==> src/rtl/riscv_core_trap_pkg.sv <==
// Shared types and constants for the trap sequencer.
//   - XLEN/ILEN defaults
//   - FSM state enum
//   - winning-stage enum
//   - exception/interrupt cause codes (low 6 bits of mcause)
package riscv_core_trap_pkg;

    localparam int TRAP_XLEN = 64;
    localparam int TRAP_ILEN = 32;

    typedef enum logic [1:0] {
        ST_IDLE     = 2'd0,
        ST_DRAIN    = 2'd1,
        ST_COMMIT   = 2'd2,
        ST_REDIRECT = 2'd3
    } trap_state_e;

    typedef enum logic [1:0] {
        STG_MEM = 2'd0,
        STG_EXE = 2'd1,
        STG_ID  = 2'd2,
        STG_INT = 2'd3
    } trap_stage_e;

    localparam logic [5:0] CAUSE_INSTR_MISALIGN = 6'd0;
    localparam logic [5:0] CAUSE_ILLEGAL        = 6'd2;
    localparam logic [5:0] CAUSE_BREAKPOINT     = 6'd3;
    localparam logic [5:0] CAUSE_LOAD_FAULT     = 6'd5;
    localparam logic [5:0] CAUSE_STORE_FAULT    = 6'd7;
    localparam logic [5:0] CAUSE_ECALL_M        = 6'd11;
    localparam logic [5:0] CAUSE_IRQ_TIMER      = 6'd7;
    localparam logic [5:0] CAUSE_IRQ_EXT        = 6'd11;

endpackage

==> src/rtl/riscv_core_trap_ctrl_if.sv <==
// Fetch-redirect handshake between the trap sequencer and the fetch unit.
//   redirect_valid : target PC is being offered
//   redirect_pc    : target PC
//   redirect_ready : fetch accepts the target
// master = trap sequencer, slave = fetch unit.
interface riscv_core_trap_ctrl_if
    import riscv_core_trap_pkg::*;
#(
    parameter int ILEN = TRAP_ILEN
);
    logic            redirect_valid;
    logic [ILEN-1:0] redirect_pc;
    logic            redirect_ready;

    modport master (output redirect_valid, output redirect_pc, input redirect_ready);
    modport slave  (input redirect_valid, input redirect_pc, output redirect_ready);
endinterface

==> src/rtl/riscv_core_trap_prio.sv <==
// Combinational priority encoder for trap sources.
// Inputs : ID/EXE/MEM exception flags, mret, interrupt enable/pending bits,
//          id_valid (interrupts are only taken on a valid ID instruction).
// Outputs: o_valid (something wins), o_cause (full mcause value),
//          o_stage (winning stage), o_is_mret.
module riscv_core_trap_prio
    import riscv_core_trap_pkg::*;
#(
    parameter int XLEN = TRAP_XLEN
) (
    input  logic            i_id_valid,
    input  logic            i_illegal_id,
    input  logic            i_ecall,
    input  logic            i_ebreak,
    input  logic            i_mret,
    input  logic            i_illegal_exe,
    input  logic            i_misaligned,
    input  logic            i_lw_fault,
    input  logic            i_sw_fault,
    input  logic            i_mstatus_mie,
    input  logic            i_meie,
    input  logic            i_meip,
    input  logic            i_mtie,
    input  logic            i_mtip,
    output logic            o_valid,
    output logic [XLEN-1:0] o_cause,
    output trap_stage_e     o_stage,
    output logic            o_is_mret
);
    logic w_ext_irq;
    logic w_tmr_irq;

    function automatic logic [XLEN-1:0] mk_cause(input logic irq, input logic [5:0] code);
        return {irq, {(XLEN-7){1'b0}}, code};
    endfunction

    assign w_ext_irq = i_id_valid & i_mstatus_mie & i_meie & i_meip;
    assign w_tmr_irq = i_id_valid & i_mstatus_mie & i_mtie & i_mtip;

    // Older pipeline stages win; mret outranks interrupts so an in-flight
    // return completes before the next interrupt is taken.
    always_comb begin
        o_valid   = 1'b1;
        o_cause   = '0;
        o_stage   = STG_ID;
        o_is_mret = 1'b0;
        if (i_sw_fault) begin
            o_cause = mk_cause(1'b0, CAUSE_STORE_FAULT);
            o_stage = STG_MEM;
        end else if (i_lw_fault) begin
            o_cause = mk_cause(1'b0, CAUSE_LOAD_FAULT);
            o_stage = STG_MEM;
        end else if (i_misaligned) begin
            o_cause = mk_cause(1'b0, CAUSE_INSTR_MISALIGN);
            o_stage = STG_EXE;
        end else if (i_illegal_exe) begin
            o_cause = mk_cause(1'b0, CAUSE_ILLEGAL);
            o_stage = STG_EXE;
        end else if (i_illegal_id) begin
            o_cause = mk_cause(1'b0, CAUSE_ILLEGAL);
        end else if (i_ecall) begin
            o_cause = mk_cause(1'b0, CAUSE_ECALL_M);
        end else if (i_ebreak) begin
            o_cause = mk_cause(1'b0, CAUSE_BREAKPOINT);
        end else if (i_mret) begin
            o_is_mret = 1'b1;
        end else if (w_ext_irq) begin
            o_cause = mk_cause(1'b1, CAUSE_IRQ_EXT);
            o_stage = STG_INT;
        end else if (w_tmr_irq) begin
            o_cause = mk_cause(1'b1, CAUSE_IRQ_TIMER);
            o_stage = STG_INT;
        end else begin
            o_valid = 1'b0;
        end
    end
endmodule

==> src/rtl/riscv_core_trap_ctrl.sv <==
// Trap sequencer: accepts the highest-priority trap/mret in IDLE, flushes
// the affected stages, waits for outstanding memory traffic, emits a single
// CSR commit pulse and redirects fetch.
// Ports: clock/reset, ID/EXE/MEM pc+instr, exception/interrupt flags,
// mtvec/mepc, mem_busy; stage flushes, stall, trap/mret commit pulses,
// registered cause/epc/tval/tinst, irq_ack; redirect handshake via
// riscv_core_trap_ctrl_if.master.
//
// state    | meaning
// IDLE     | sample events, accept the winner
// DRAIN    | wait for data-memory transaction to finish
// COMMIT   | one-cycle trap_we / mret_we (and irq_ack) pulse
// REDIRECT | offer target PC to fetch until redirect_ready
module riscv_core_trap_ctrl
    import riscv_core_trap_pkg::*;
#(
    parameter int XLEN = TRAP_XLEN,
    parameter int ILEN = TRAP_ILEN
) (
    input  logic            i_trap_ctrl_clk,
    input  logic            i_trap_ctrl_rst_n,
    input  logic            i_trap_ctrl_id_valid,
    input  logic [ILEN-1:0] i_trap_ctrl_id_pc,
    input  logic [ILEN-1:0] i_trap_ctrl_id_instr,
    input  logic [ILEN-1:0] i_trap_ctrl_exe_pc,
    input  logic [ILEN-1:0] i_trap_ctrl_exe_instr,
    input  logic [ILEN-1:0] i_trap_ctrl_mem_pc,
    input  logic [ILEN-1:0] i_trap_ctrl_mem_instr,
    input  logic            i_trap_ctrl_illegal_id,
    input  logic            i_trap_ctrl_ecall,
    input  logic            i_trap_ctrl_ebreak,
    input  logic            i_trap_ctrl_mret,
    input  logic            i_trap_ctrl_illegal_exe,
    input  logic            i_trap_ctrl_misaligned,
    input  logic            i_trap_ctrl_lw_fault,
    input  logic            i_trap_ctrl_sw_fault,
    input  logic [XLEN-1:0] i_trap_ctrl_fault_addr,
    input  logic            i_trap_ctrl_mstatus_mie,
    input  logic            i_trap_ctrl_meie,
    input  logic            i_trap_ctrl_meip,
    input  logic            i_trap_ctrl_mtie,
    input  logic            i_trap_ctrl_mtip,
    input  logic [ILEN-1:0] i_trap_ctrl_mtvec,
    input  logic [ILEN-1:0] i_trap_ctrl_mepc,
    input  logic            i_trap_ctrl_mem_busy,
    output logic            o_trap_ctrl_flush_if,
    output logic            o_trap_ctrl_flush_id,
    output logic            o_trap_ctrl_flush_exe,
    output logic            o_trap_ctrl_flush_mem,
    output logic            o_trap_ctrl_stall,
    output logic            o_trap_ctrl_trap_we,
    output logic            o_trap_ctrl_mret_we,
    output logic [XLEN-1:0] o_trap_ctrl_cause,
    output logic [ILEN-1:0] o_trap_ctrl_epc,
    output logic [XLEN-1:0] o_trap_ctrl_tval,
    output logic [ILEN-1:0] o_trap_ctrl_tinst,
    output logic            o_trap_ctrl_irq_ack,
    riscv_core_trap_ctrl_if.master trap_ctrl_redirect
);
    trap_state_e     r_state, w_state_nxt;
    logic            r_is_mret, r_is_ext;
    logic [ILEN-1:0] r_redirect_pc;

    logic            w_valid, w_is_mret, w_accept;
    logic [XLEN-1:0] w_cause;
    trap_stage_e     w_stage;
    logic [ILEN-1:0] w_epc, w_tinst, w_base, w_target;

    riscv_core_trap_prio #(.XLEN(XLEN)) u_prio (
        .i_id_valid    (i_trap_ctrl_id_valid),
        .i_illegal_id  (i_trap_ctrl_illegal_id),
        .i_ecall       (i_trap_ctrl_ecall),
        .i_ebreak      (i_trap_ctrl_ebreak),
        .i_mret        (i_trap_ctrl_mret),
        .i_illegal_exe (i_trap_ctrl_illegal_exe),
        .i_misaligned  (i_trap_ctrl_misaligned),
        .i_lw_fault    (i_trap_ctrl_lw_fault),
        .i_sw_fault    (i_trap_ctrl_sw_fault),
        .i_mstatus_mie (i_trap_ctrl_mstatus_mie),
        .i_meie        (i_trap_ctrl_meie),
        .i_meip        (i_trap_ctrl_meip),
        .i_mtie        (i_trap_ctrl_mtie),
        .i_mtip        (i_trap_ctrl_mtip),
        .o_valid       (w_valid),
        .o_cause       (w_cause),
        .o_stage       (w_stage),
        .o_is_mret     (w_is_mret)
    );

    assign w_accept = (r_state == ST_IDLE) & w_valid;

    always_comb begin
        w_epc   = i_trap_ctrl_id_pc;
        w_tinst = i_trap_ctrl_id_instr;
        case (w_stage)
            STG_MEM: begin
                w_epc   = i_trap_ctrl_mem_pc;
                w_tinst = i_trap_ctrl_mem_instr;
            end
            STG_EXE: begin
                w_epc   = i_trap_ctrl_exe_pc;
                w_tinst = i_trap_ctrl_exe_instr;
            end
            STG_INT: w_tinst = '0;
            default: ;
        endcase
    end

    // Vectored mode only applies to interrupts; the offset is cause*4.
    assign w_base = {i_trap_ctrl_mtvec[ILEN-1:2], 2'b00};
    always_comb begin
        w_target = w_base;
        if (r_is_mret)
            w_target = i_trap_ctrl_mepc;
        else if ((i_trap_ctrl_mtvec[1:0] == 2'b01) && o_trap_ctrl_cause[XLEN-1])
            w_target = w_base + {{(ILEN-8){1'b0}}, o_trap_ctrl_cause[5:0], 2'b00};
    end

    always_ff @(posedge i_trap_ctrl_clk or negedge i_trap_ctrl_rst_n) begin
        if (!i_trap_ctrl_rst_n) begin
            r_state           <= ST_IDLE;
            r_is_mret         <= 1'b0;
            r_is_ext          <= 1'b0;
            r_redirect_pc     <= '0;
            o_trap_ctrl_cause <= '0;
            o_trap_ctrl_epc   <= '0;
            o_trap_ctrl_tval  <= '0;
            o_trap_ctrl_tinst <= '0;
        end else begin
            r_state <= w_state_nxt;
            if (w_accept) begin
                r_is_mret         <= w_is_mret;
                r_is_ext          <= (w_stage == STG_INT) && (w_cause[5:0] == CAUSE_IRQ_EXT);
                o_trap_ctrl_cause <= w_cause;
                o_trap_ctrl_epc   <= w_epc;
                o_trap_ctrl_tval  <= (w_stage == STG_MEM) ? i_trap_ctrl_fault_addr : '0;
                o_trap_ctrl_tinst <= w_tinst;
            end
            if (r_state == ST_COMMIT)
                r_redirect_pc <= w_target;
        end
    end

    always_comb begin
        w_state_nxt = r_state;
        case (r_state)
            ST_IDLE:     if (w_valid) w_state_nxt = i_trap_ctrl_mem_busy ? ST_DRAIN : ST_COMMIT;
            ST_DRAIN:    if (!i_trap_ctrl_mem_busy) w_state_nxt = ST_COMMIT;
            ST_COMMIT:   w_state_nxt = ST_REDIRECT;
            ST_REDIRECT: if (trap_ctrl_redirect.redirect_ready) w_state_nxt = ST_IDLE;
            default:     w_state_nxt = ST_IDLE;
        endcase
    end

    always_comb begin
        o_trap_ctrl_stall     = (r_state != ST_IDLE);
        o_trap_ctrl_flush_if  = o_trap_ctrl_stall | w_accept;
        o_trap_ctrl_flush_id  = w_accept;
        o_trap_ctrl_flush_exe = w_accept & ((w_stage == STG_MEM) || (w_stage == STG_EXE));
        o_trap_ctrl_flush_mem = w_accept & (w_stage == STG_MEM);
        o_trap_ctrl_trap_we   = (r_state == ST_COMMIT) & ~r_is_mret;
        o_trap_ctrl_mret_we   = (r_state == ST_COMMIT) & r_is_mret;
        o_trap_ctrl_irq_ack   = (r_state == ST_COMMIT) & r_is_ext;
    end

    assign trap_ctrl_redirect.redirect_valid = (r_state == ST_REDIRECT);
    assign trap_ctrl_redirect.redirect_pc    = r_redirect_pc;
endmodule

==> src/flat_wrapper.sv <==
// flat-port wrapper written by rule: the top's interface ports become plain ports
module riscv_core_trap_ctrl_flat import riscv_core_trap_pkg::*;
#(
    parameter int XLEN = TRAP_XLEN,
    parameter int ILEN = TRAP_ILEN
)
  (i_trap_ctrl_clk, i_trap_ctrl_rst_n, i_trap_ctrl_id_valid, i_trap_ctrl_id_pc, i_trap_ctrl_id_instr, i_trap_ctrl_exe_pc, i_trap_ctrl_exe_instr, i_trap_ctrl_mem_pc, i_trap_ctrl_mem_instr, i_trap_ctrl_illegal_id, i_trap_ctrl_ecall, i_trap_ctrl_ebreak, i_trap_ctrl_mret, i_trap_ctrl_illegal_exe, i_trap_ctrl_misaligned, i_trap_ctrl_lw_fault, i_trap_ctrl_sw_fault, i_trap_ctrl_fault_addr, i_trap_ctrl_mstatus_mie, i_trap_ctrl_meie, i_trap_ctrl_meip, i_trap_ctrl_mtie, i_trap_ctrl_mtip, i_trap_ctrl_mtvec, i_trap_ctrl_mepc, i_trap_ctrl_mem_busy, o_trap_ctrl_flush_if, o_trap_ctrl_flush_id, o_trap_ctrl_flush_exe, o_trap_ctrl_flush_mem, o_trap_ctrl_stall, o_trap_ctrl_trap_we, o_trap_ctrl_mret_we, o_trap_ctrl_cause, o_trap_ctrl_epc, o_trap_ctrl_tval, o_trap_ctrl_tinst, o_trap_ctrl_irq_ack, trap_ctrl_redirect_redirect_valid, trap_ctrl_redirect_redirect_pc, trap_ctrl_redirect_redirect_ready);
  riscv_core_trap_ctrl_if #(.ILEN(ILEN)) trap_ctrl_redirect_i ();
  input  logic i_trap_ctrl_clk;
  input  logic i_trap_ctrl_rst_n;
  input  logic i_trap_ctrl_id_valid;
  input  logic [ILEN-1:0] i_trap_ctrl_id_pc;
  input  logic [ILEN-1:0] i_trap_ctrl_id_instr;
  input  logic [ILEN-1:0] i_trap_ctrl_exe_pc;
  input  logic [ILEN-1:0] i_trap_ctrl_exe_instr;
  input  logic [ILEN-1:0] i_trap_ctrl_mem_pc;
  input  logic [ILEN-1:0] i_trap_ctrl_mem_instr;
  input  logic i_trap_ctrl_illegal_id;
  input  logic i_trap_ctrl_ecall;
  input  logic i_trap_ctrl_ebreak;
  input  logic i_trap_ctrl_mret;
  input  logic i_trap_ctrl_illegal_exe;
  input  logic i_trap_ctrl_misaligned;
  input  logic i_trap_ctrl_lw_fault;
  input  logic i_trap_ctrl_sw_fault;
  input  logic [XLEN-1:0] i_trap_ctrl_fault_addr;
  input  logic i_trap_ctrl_mstatus_mie;
  input  logic i_trap_ctrl_meie;
  input  logic i_trap_ctrl_meip;
  input  logic i_trap_ctrl_mtie;
  input  logic i_trap_ctrl_mtip;
  input  logic [ILEN-1:0] i_trap_ctrl_mtvec;
  input  logic [ILEN-1:0] i_trap_ctrl_mepc;
  input  logic i_trap_ctrl_mem_busy;
  output logic o_trap_ctrl_flush_if;
  output logic o_trap_ctrl_flush_id;
  output logic o_trap_ctrl_flush_exe;
  output logic o_trap_ctrl_flush_mem;
  output logic o_trap_ctrl_stall;
  output logic o_trap_ctrl_trap_we;
  output logic o_trap_ctrl_mret_we;
  output logic [XLEN-1:0] o_trap_ctrl_cause;
  output logic [ILEN-1:0] o_trap_ctrl_epc;
  output logic [XLEN-1:0] o_trap_ctrl_tval;
  output logic [ILEN-1:0] o_trap_ctrl_tinst;
  output logic o_trap_ctrl_irq_ack;
  output wire logic [$bits(trap_ctrl_redirect_i.redirect_valid)-1:0] trap_ctrl_redirect_redirect_valid;
  output wire logic [$bits(trap_ctrl_redirect_i.redirect_pc)-1:0] trap_ctrl_redirect_redirect_pc;
  input wire logic [$bits(trap_ctrl_redirect_i.redirect_ready)-1:0] trap_ctrl_redirect_redirect_ready;
  assign trap_ctrl_redirect_redirect_valid = trap_ctrl_redirect_i.redirect_valid;
  assign trap_ctrl_redirect_redirect_pc = trap_ctrl_redirect_i.redirect_pc;
  assign trap_ctrl_redirect_i.redirect_ready = trap_ctrl_redirect_redirect_ready;
  riscv_core_trap_ctrl #(.XLEN(XLEN), .ILEN(ILEN)) u_core (.i_trap_ctrl_clk(i_trap_ctrl_clk), .i_trap_ctrl_rst_n(i_trap_ctrl_rst_n), .i_trap_ctrl_id_valid(i_trap_ctrl_id_valid), .i_trap_ctrl_id_pc(i_trap_ctrl_id_pc), .i_trap_ctrl_id_instr(i_trap_ctrl_id_instr), .i_trap_ctrl_exe_pc(i_trap_ctrl_exe_pc), .i_trap_ctrl_exe_instr(i_trap_ctrl_exe_instr), .i_trap_ctrl_mem_pc(i_trap_ctrl_mem_pc), .i_trap_ctrl_mem_instr(i_trap_ctrl_mem_instr), .i_trap_ctrl_illegal_id(i_trap_ctrl_illegal_id), .i_trap_ctrl_ecall(i_trap_ctrl_ecall), .i_trap_ctrl_ebreak(i_trap_ctrl_ebreak), .i_trap_ctrl_mret(i_trap_ctrl_mret), .i_trap_ctrl_illegal_exe(i_trap_ctrl_illegal_exe), .i_trap_ctrl_misaligned(i_trap_ctrl_misaligned), .i_trap_ctrl_lw_fault(i_trap_ctrl_lw_fault), .i_trap_ctrl_sw_fault(i_trap_ctrl_sw_fault), .i_trap_ctrl_fault_addr(i_trap_ctrl_fault_addr), .i_trap_ctrl_mstatus_mie(i_trap_ctrl_mstatus_mie), .i_trap_ctrl_meie(i_trap_ctrl_meie), .i_trap_ctrl_meip(i_trap_ctrl_meip), .i_trap_ctrl_mtie(i_trap_ctrl_mtie), .i_trap_ctrl_mtip(i_trap_ctrl_mtip), .i_trap_ctrl_mtvec(i_trap_ctrl_mtvec), .i_trap_ctrl_mepc(i_trap_ctrl_mepc), .i_trap_ctrl_mem_busy(i_trap_ctrl_mem_busy), .o_trap_ctrl_flush_if(o_trap_ctrl_flush_if), .o_trap_ctrl_flush_id(o_trap_ctrl_flush_id), .o_trap_ctrl_flush_exe(o_trap_ctrl_flush_exe), .o_trap_ctrl_flush_mem(o_trap_ctrl_flush_mem), .o_trap_ctrl_stall(o_trap_ctrl_stall), .o_trap_ctrl_trap_we(o_trap_ctrl_trap_we), .o_trap_ctrl_mret_we(o_trap_ctrl_mret_we), .o_trap_ctrl_cause(o_trap_ctrl_cause), .o_trap_ctrl_epc(o_trap_ctrl_epc), .o_trap_ctrl_tval(o_trap_ctrl_tval), .o_trap_ctrl_tinst(o_trap_ctrl_tinst), .o_trap_ctrl_irq_ack(o_trap_ctrl_irq_ack), .trap_ctrl_redirect(trap_ctrl_redirect_i));
endmodule
==> config.mk <==
export PLATFORM = sky130hd
export DESIGN_NAME = riscv_core_trap_ctrl_flat
export DESIGN_NICKNAME = d
export VERILOG_FILES = /design/src/rtl/riscv_core_trap_pkg.sv /design/src/rtl/riscv_core_trap_ctrl_if.sv /design/src/rtl/riscv_core_trap_prio.sv /design/src/rtl/riscv_core_trap_ctrl.sv /design/src/flat_wrapper.sv
export SDC_FILE = /design/constraint.sdc
export NUM_CORES = 1
export LEC_CHECK = 0
export CAP_MARGIN = 5
export CORE_AREA = 2 2 221 223
export CTS_BUF_LIST = sky130_fd_sc_hd__clkbuf_4
export CTS_CLUSTER_DIAMETER = 80
export DETAILED_ROUTE_END_ITERATION = 10
export DIE_AREA = 0 0 223 225
export GPL_ROUTABILITY_DRIVEN = 0
export HOLD_SLACK_MARGIN = 0.06
export PLACE_DENSITY = 0.65
export SYNTH_ARGS = -nofsm -noshare
export SYNTH_HDL_FRONTEND = slang
export SYNTH_HIERARCHICAL = 1
export SYNTH_SLANG_ARGS = --single-unit
==> constraint.sdc <==
create_clock -name i_trap_ctrl_clk -period 2.25 [get_ports i_trap_ctrl_clk]
set_input_delay 0.225 -clock i_trap_ctrl_clk [delete_from_list [all_inputs] [get_ports i_trap_ctrl_clk]]
set_output_delay 0.225 -clock i_trap_ctrl_clk [all_outputs]
set_load 0.02 [all_outputs]
Yosys cells after proc, flatten, opt, wreduce, memory -nomap -nowiden
Index checks and enable logic that the tools add are counted.
- memories kept: 0
- output and inout bits: 233
- logic and storage cells: 87
- bits in read-only memories: 0
- bits in latches: 0
- RAM bits: 0
- register bits after elaboration: 228
- input port bits: 338
- reduce and logical (&&, ||, !) cells: 7
- muxes and demuxes: 48
- div/mod/pow operators: 0
- shift operators: 0
- eq/ne operators: 10
- $add $sub $neg: 1
- $lt $le $gt $ge: 0
- bitwise operators: 13
- multiply operators: 0
- operators by type and width (operator ; number):
    64-bit two-way mux ; 11
    32-bit one-hot mux with 3 select lines ; 1
    32-bit two-way mux ; 2
    32-bit one-hot mux with 2 select lines ; 1
    32-bit by 8-bit adder with 32-bit output ; 1
    1-bit two-way mux ; 24
    2-bit two-way mux ; 8
    1-bit AND ; 11
    2-bit one-hot mux with 4 select lines ; 1
    2-bit by 1-bit == test with 1-bit output (second input constant) ; 3
    2-bit == test (second input constant) ; 3
    6-bit by 4-bit == test with 1-bit output (second input constant) ; 1
    2-bit logical NOT ; 2
    2-bit by 1-bit != test with 1-bit output (second input constant) ; 2
    3-bit AND reduction ; 1
    1-bit logical AND ; 2
    2-bit != test (second input constant) ; 1
    2-bit nonzero test ; 1
    1-bit logical OR ; 1
    1-bit NOT ; 1
    1-bit bitwise OR ; 1

Longest topological paths before layout
- depth in word-level cells: 16
- depth in mapped cells: 9
- mapped depth without buffers: 7

Cells and area by module
Netlist, hierarchy kept.
- by module, submodules not included (module ; seq. area each (µm²) ; times used ; area an instance (µm²) ; cells an instance):
    riscv_core_trap_ctrl ; 5705.5 ; 1 ; 10565.1 ; 965
    riscv_core_trap_prio ; 0.0 ; 1 ; 634.4 ; 87

Worst setup path before layout
OpenSTA, ideal clock, no wires.
- path kind: input -> output
- from: in i_trap_ctrl_misaligned
- to: out o_trap_ctrl_flush_exe
- setup slack: -76 ps
- required time: 2025 ps
- data arrival time: 2101 ps
- path buffers: 3
- stages on the path: 8
- cell sequence: nor4_4 > nand2_2 > or3b_1 > nand2_1 > clkbuf_1 > clkbuf_1 > clkbuf_1 > nor2_1
- elaborated cells on any way between the ends: 11
- classes of those cells: 1 x eq/ne; 6 x mux; 2 x bitwise; 2 x reduce/logical
- RTL lines (item ; RTL line ; text):
    start: declaration ; flat_wrapper.sv:23 ; input logic i_trap_ctrl_misaligned;
    1-bit two-way mux ; riscv_core_trap_prio.sv:53 ; end else if (i_misaligned) begin
    1-bit two-way mux ; riscv_core_trap_prio.sv:50 ; end else if (i_lw_fault) begin
    1-bit two-way mux ; riscv_core_trap_prio.sv:47 ; if (i_sw_fault) begin
    net u_core.w_valid ; riscv_core_trap_ctrl.sv:64 ; logic w_valid, w_is_mret, w_accept;
    1-bit AND ; riscv_core_trap_ctrl.sv:90 ; assign w_accept = (r_state == ST_IDLE) & w_valid;
    1-bit AND ; riscv_core_trap_ctrl.sv:159 ; o_trap_ctrl_flush_exe = w_accept & ((w_stage == STG_MEM) || (w_stage == STG_EXE));
    end: declaration ; flat_wrapper.sv:37 ; output logic o_trap_ctrl_flush_exe;
The timed path passes the listed nets, and every way through them passes these cells.

Final worst setup path
- from: in i_trap_ctrl_lw_fault
- to: out o_trap_ctrl_flush_exe
- word-level cells in the longest chain between the ends: 5
- elaborated cells on any way between the ends: 9
- classes of those cells: 1 x eq/ne; 4 x mux; 2 x bitwise; 2 x reduce/logical
- RTL lines (item ; RTL line ; text):
    start: declaration ; flat_wrapper.sv:24 ; input logic i_trap_ctrl_lw_fault;
    2-bit two-way mux (*) ; riscv_core_trap_prio.sv:50 ;
    2-bit two-way mux (*) ; riscv_core_trap_prio.sv:47 ;
    net u_core.w_stage[1] ; riscv_core_trap_ctrl.sv:66 ; trap_stage_e w_stage;
    2-bit by 1-bit == test with 1-bit output / 2-bit logical NOT (equally long branches) ; riscv_core_trap_ctrl.sv:159 ;
    1-bit logical OR (*) ; riscv_core_trap_ctrl.sv:159 ;
    1-bit AND (*) ; riscv_core_trap_ctrl.sv:159 ;
Mark *: on every way through the listed nets, which the timed path passes. The rest lies on a longest branch.

==> results.md <==
* Via count at 11003
* Fmax achieved at ~0.47 GHz
* Antenna violations before repair at 3
* Wirelength, routed at 43.5 mm
* Die area at ~0.050 mm2
* Minimum period implied by the final worst setup slack at between 2 and 2.5 ns
* First-pass GRT wire length at around 66 mm
* Vias in the first global route at 11666
* DR pass1 iterations at 5
* Post-synth EDFFs at 0
* Crit path DAT at 1.91 ns
* Synth cell count leaders: dfrtp_1, o21ai_0, nand2_1, nor2_1, a21oi_1
* Number of top-level pins at approximately 570
* Critical-path maximum fanout at ~100
* Share of cells above drive strength 1 at 0.151
* Seq/Total Area, Yosys at 0.509
* Yosys warns at 6
* Area leader, netlist: dfrtp_1
* Max-cap violations at 0
* Clk_lat worst skew at between 0.7 and 0.8 ns
* Peak supply drop at roughly 0.48 mV
* Hold WS at 0.175 ns
* Number of core rows at 80
* Total grt overflow at 0
* Clk sinks at 228
* ANT nets after route at 0
* Die height at 225 um
* Post-Place Cells at between 2000 and 2500
* Worst EP required at 2.03 ns
* WS Path Type: input pin to output port
* Post-Syn Area at 0.0112 mm2
* Horiz. Die Dim at around 220 um
* Status: complete, no violations
* Drt drc at 0
* Area Overhead vs Synth at 79.3%
* Fraction of registers with async set/reset at 1.00
* Final nets at approximately 2200
* Power per cell area at approximately 1200 mW/mm2
* Htree depth at 2
* Worst-Margin Slew at 0.824 ns
* Critical Path End Type: output port
* Clock skew at between 0.03 and 0.04 ns
* Part of the cycle the worst path needs at 0.948
* Final-report setup violation count at 0
* Syn_area_per_cell at 10.6 um2
* Largest net degree at the start of global routing at a little over 100
* Initial Util at 0.236
* Mapped Cells at between 1000 and 1500
* Vias per inst at 4.42
* Yosys top cell area share at 0.509
* Relative slew margins at 0.444
* Main area contributors after synthesis: dfrtp_1, mux2_2, mux2i_1
* Ys flop type: dfrtp_1
* Gr usage total at 0.167
* Reg clk slew, reported paths at 0.06 ns
* P_leak at 8.41 nW
* Max Root-Sink Buffers at 3
* Total power at roughly 24 mW
* Finished Layout Cells at roughly 2500
* Final Hold Violating Endpoints at 0
* Synth Register Bits at 228
* Finished Cell Area at between 0.02 and 0.025 mm2
* CTS tree: done
* Count leader, synth: dfrtp_1
* DP Area at 0.0179 mm2
* Fin Setup TNS at 0 ns
* Initial DRC count at 562
* Post-synth cell types at between 60 and 70
* Worst Hold Class: input pin to register
* HPWL after DPL at approximately 33 mm
* Core Box Area at 0.0475 mm2
* Startpoint types: input pin
* Slew Limit Fails at 0
* Root buffer cell: clkbuf_4
* Port Buffers at 570
* TritonCTS Buffers at between 60 and 70
* Routed length per placed instance at between 15 and 20 um
-- critical path: stages --
cell,delay (ns)
clkdlybuf4s50_1,0.50
nor4_4,0.23
buf_4,0.16
buf_4,0.11
buf_12,0.34
nor2_1,0.10
buf_2,0.18
-- logic make-up after synthesis --
kind of cell / synth area share
AOI/OAI and AO/OA: 0.166
xor gates and xnor gates: 0.0203
adders and majority gates: 0.0141
buffers and inverters: 0.0697
DFF: 0.509
muxes: 0.125
other: 0.000335
and+or+nand+nor: 0.0947
-- repair_timing --
item                       4_1_cts  5_1_grt
setup endpoints to repair       11       19
hold buffers                   133        0
hold endpoints to repair       358        0
setup buffers                    3        5
pin swaps                        1        7
gates resized for setup         43       11
-- flip-flops by register name, summed over array words and instances, names as in the netlist --
register and cells:
u_core/r_state 2, u_core/trap_ctrl_redirect.redirect_pc 32, u_core/o_trap_ctrl_epc 32, u_core/r_is_ext 1, u_core/r_is_mret 1, u_core/o_trap_ctrl_cause 64
u_core/o_trap_ctrl_tinst 32, u_core/o_trap_ctrl_tval 64
-- placed cells by master (no fill, tap or decap), types with 68 or more instances in the layout --
| cell type | n |
|---|---|
| buf_4 | 81 |
| mux2i_1 | 68 |
| dfrtp_1 | 226 |
| a22o_1 | 68 |
| nand2_1 | 87 |
| clkbuf_4 | 86 |
| nor2_1 | 77 |
| dlygate4sd3_1 | 132 |
| o21ai_0 | 89 |
| a21oi_1 | 76 |
| clkdlybuf4s50_1 | 555 |
-- power breakdown --
group / switching (mW) / internal, mW
Sequential: 1.10 / 6.05
Clock: 1.71 / 1.84
Combinational: 6.54 / 6.38
Total: 9.35 / 14.3
-- metal layers --
| metal | global-route usage | vias to the layer above | share of wire |
|---|---|---|---|
| li1 | - | 5229 | - |
| met1 | 0.183 | 5238 | 0.38 |
| met2 | 0.307 | 438 | 0.52 |
| met3 | 0.0449 | 96 | 0.065 |
| met4 | 0.0686 | 2 | 0.035 |
| met5 | 0 | - | 0.00028 |
-- worst paths after layout --
check	cells past startpoint	slack [ns]	startpoint	end
worst min-delay path	5	0.17	i_trap_ctrl_illegal_exe	u_core/o_trap_ctrl_cause[63]$_DFFE_PN0P_
worst max-delay path	7	0.12	i_trap_ctrl_lw_fault	o_trap_ctrl_flush_exe
min in group asynchronous	4	0.63	i_trap_ctrl_rst_n	u_core/o_trap_ctrl_cause[10]$_DFFE_PN0P_
worst max register to register	8	0.14	u_core/o_trap_ctrl_cause[0]$_DFFE_PN0P_	u_core/trap_ctrl_redirect.redirect_pc[10]$_DFFE_PN0P_
max in group asynchronous	4	1.15	i_trap_ctrl_rst_n	u_core/o_trap_ctrl_tval[0]$_DFFE_PN0P_
worst min register to register	2	0.48	u_core/o_trap_ctrl_tinst[19]$_DFFE_PN0P_	u_core/o_trap_ctrl_tinst[19]$_DFFE_PN0P_
-- area by class of cell --
cell class / instances / area [um2]
Clock inverter: 14 / 83.8
Clock buffer: 86 / 646
Fill cell: 4544 / 27500
Tap cell: 615 / 769
Timing Repair Buffer: 792 / 7800
Inverter: 10 / 40.0
Antenna cell: 2 / 5.00
Multi-Input combinational cell: 742 / 5020
Sequential cell: 228 / 5710
-- stage by stage --
stage | setup WS, ns | util
6_report | 0.117 | 0.422
5_1_grt | -0.0172 | 0.422
4_1_cts | -0.00841 | 0.421
3_5_place_dp | -0.435 | 0.377
3_3_place_gp | -0.427 | 0.377
2_1_floorplan | 0.0252 | -
No activity file was read; power rests on OpenSTA's default activity.
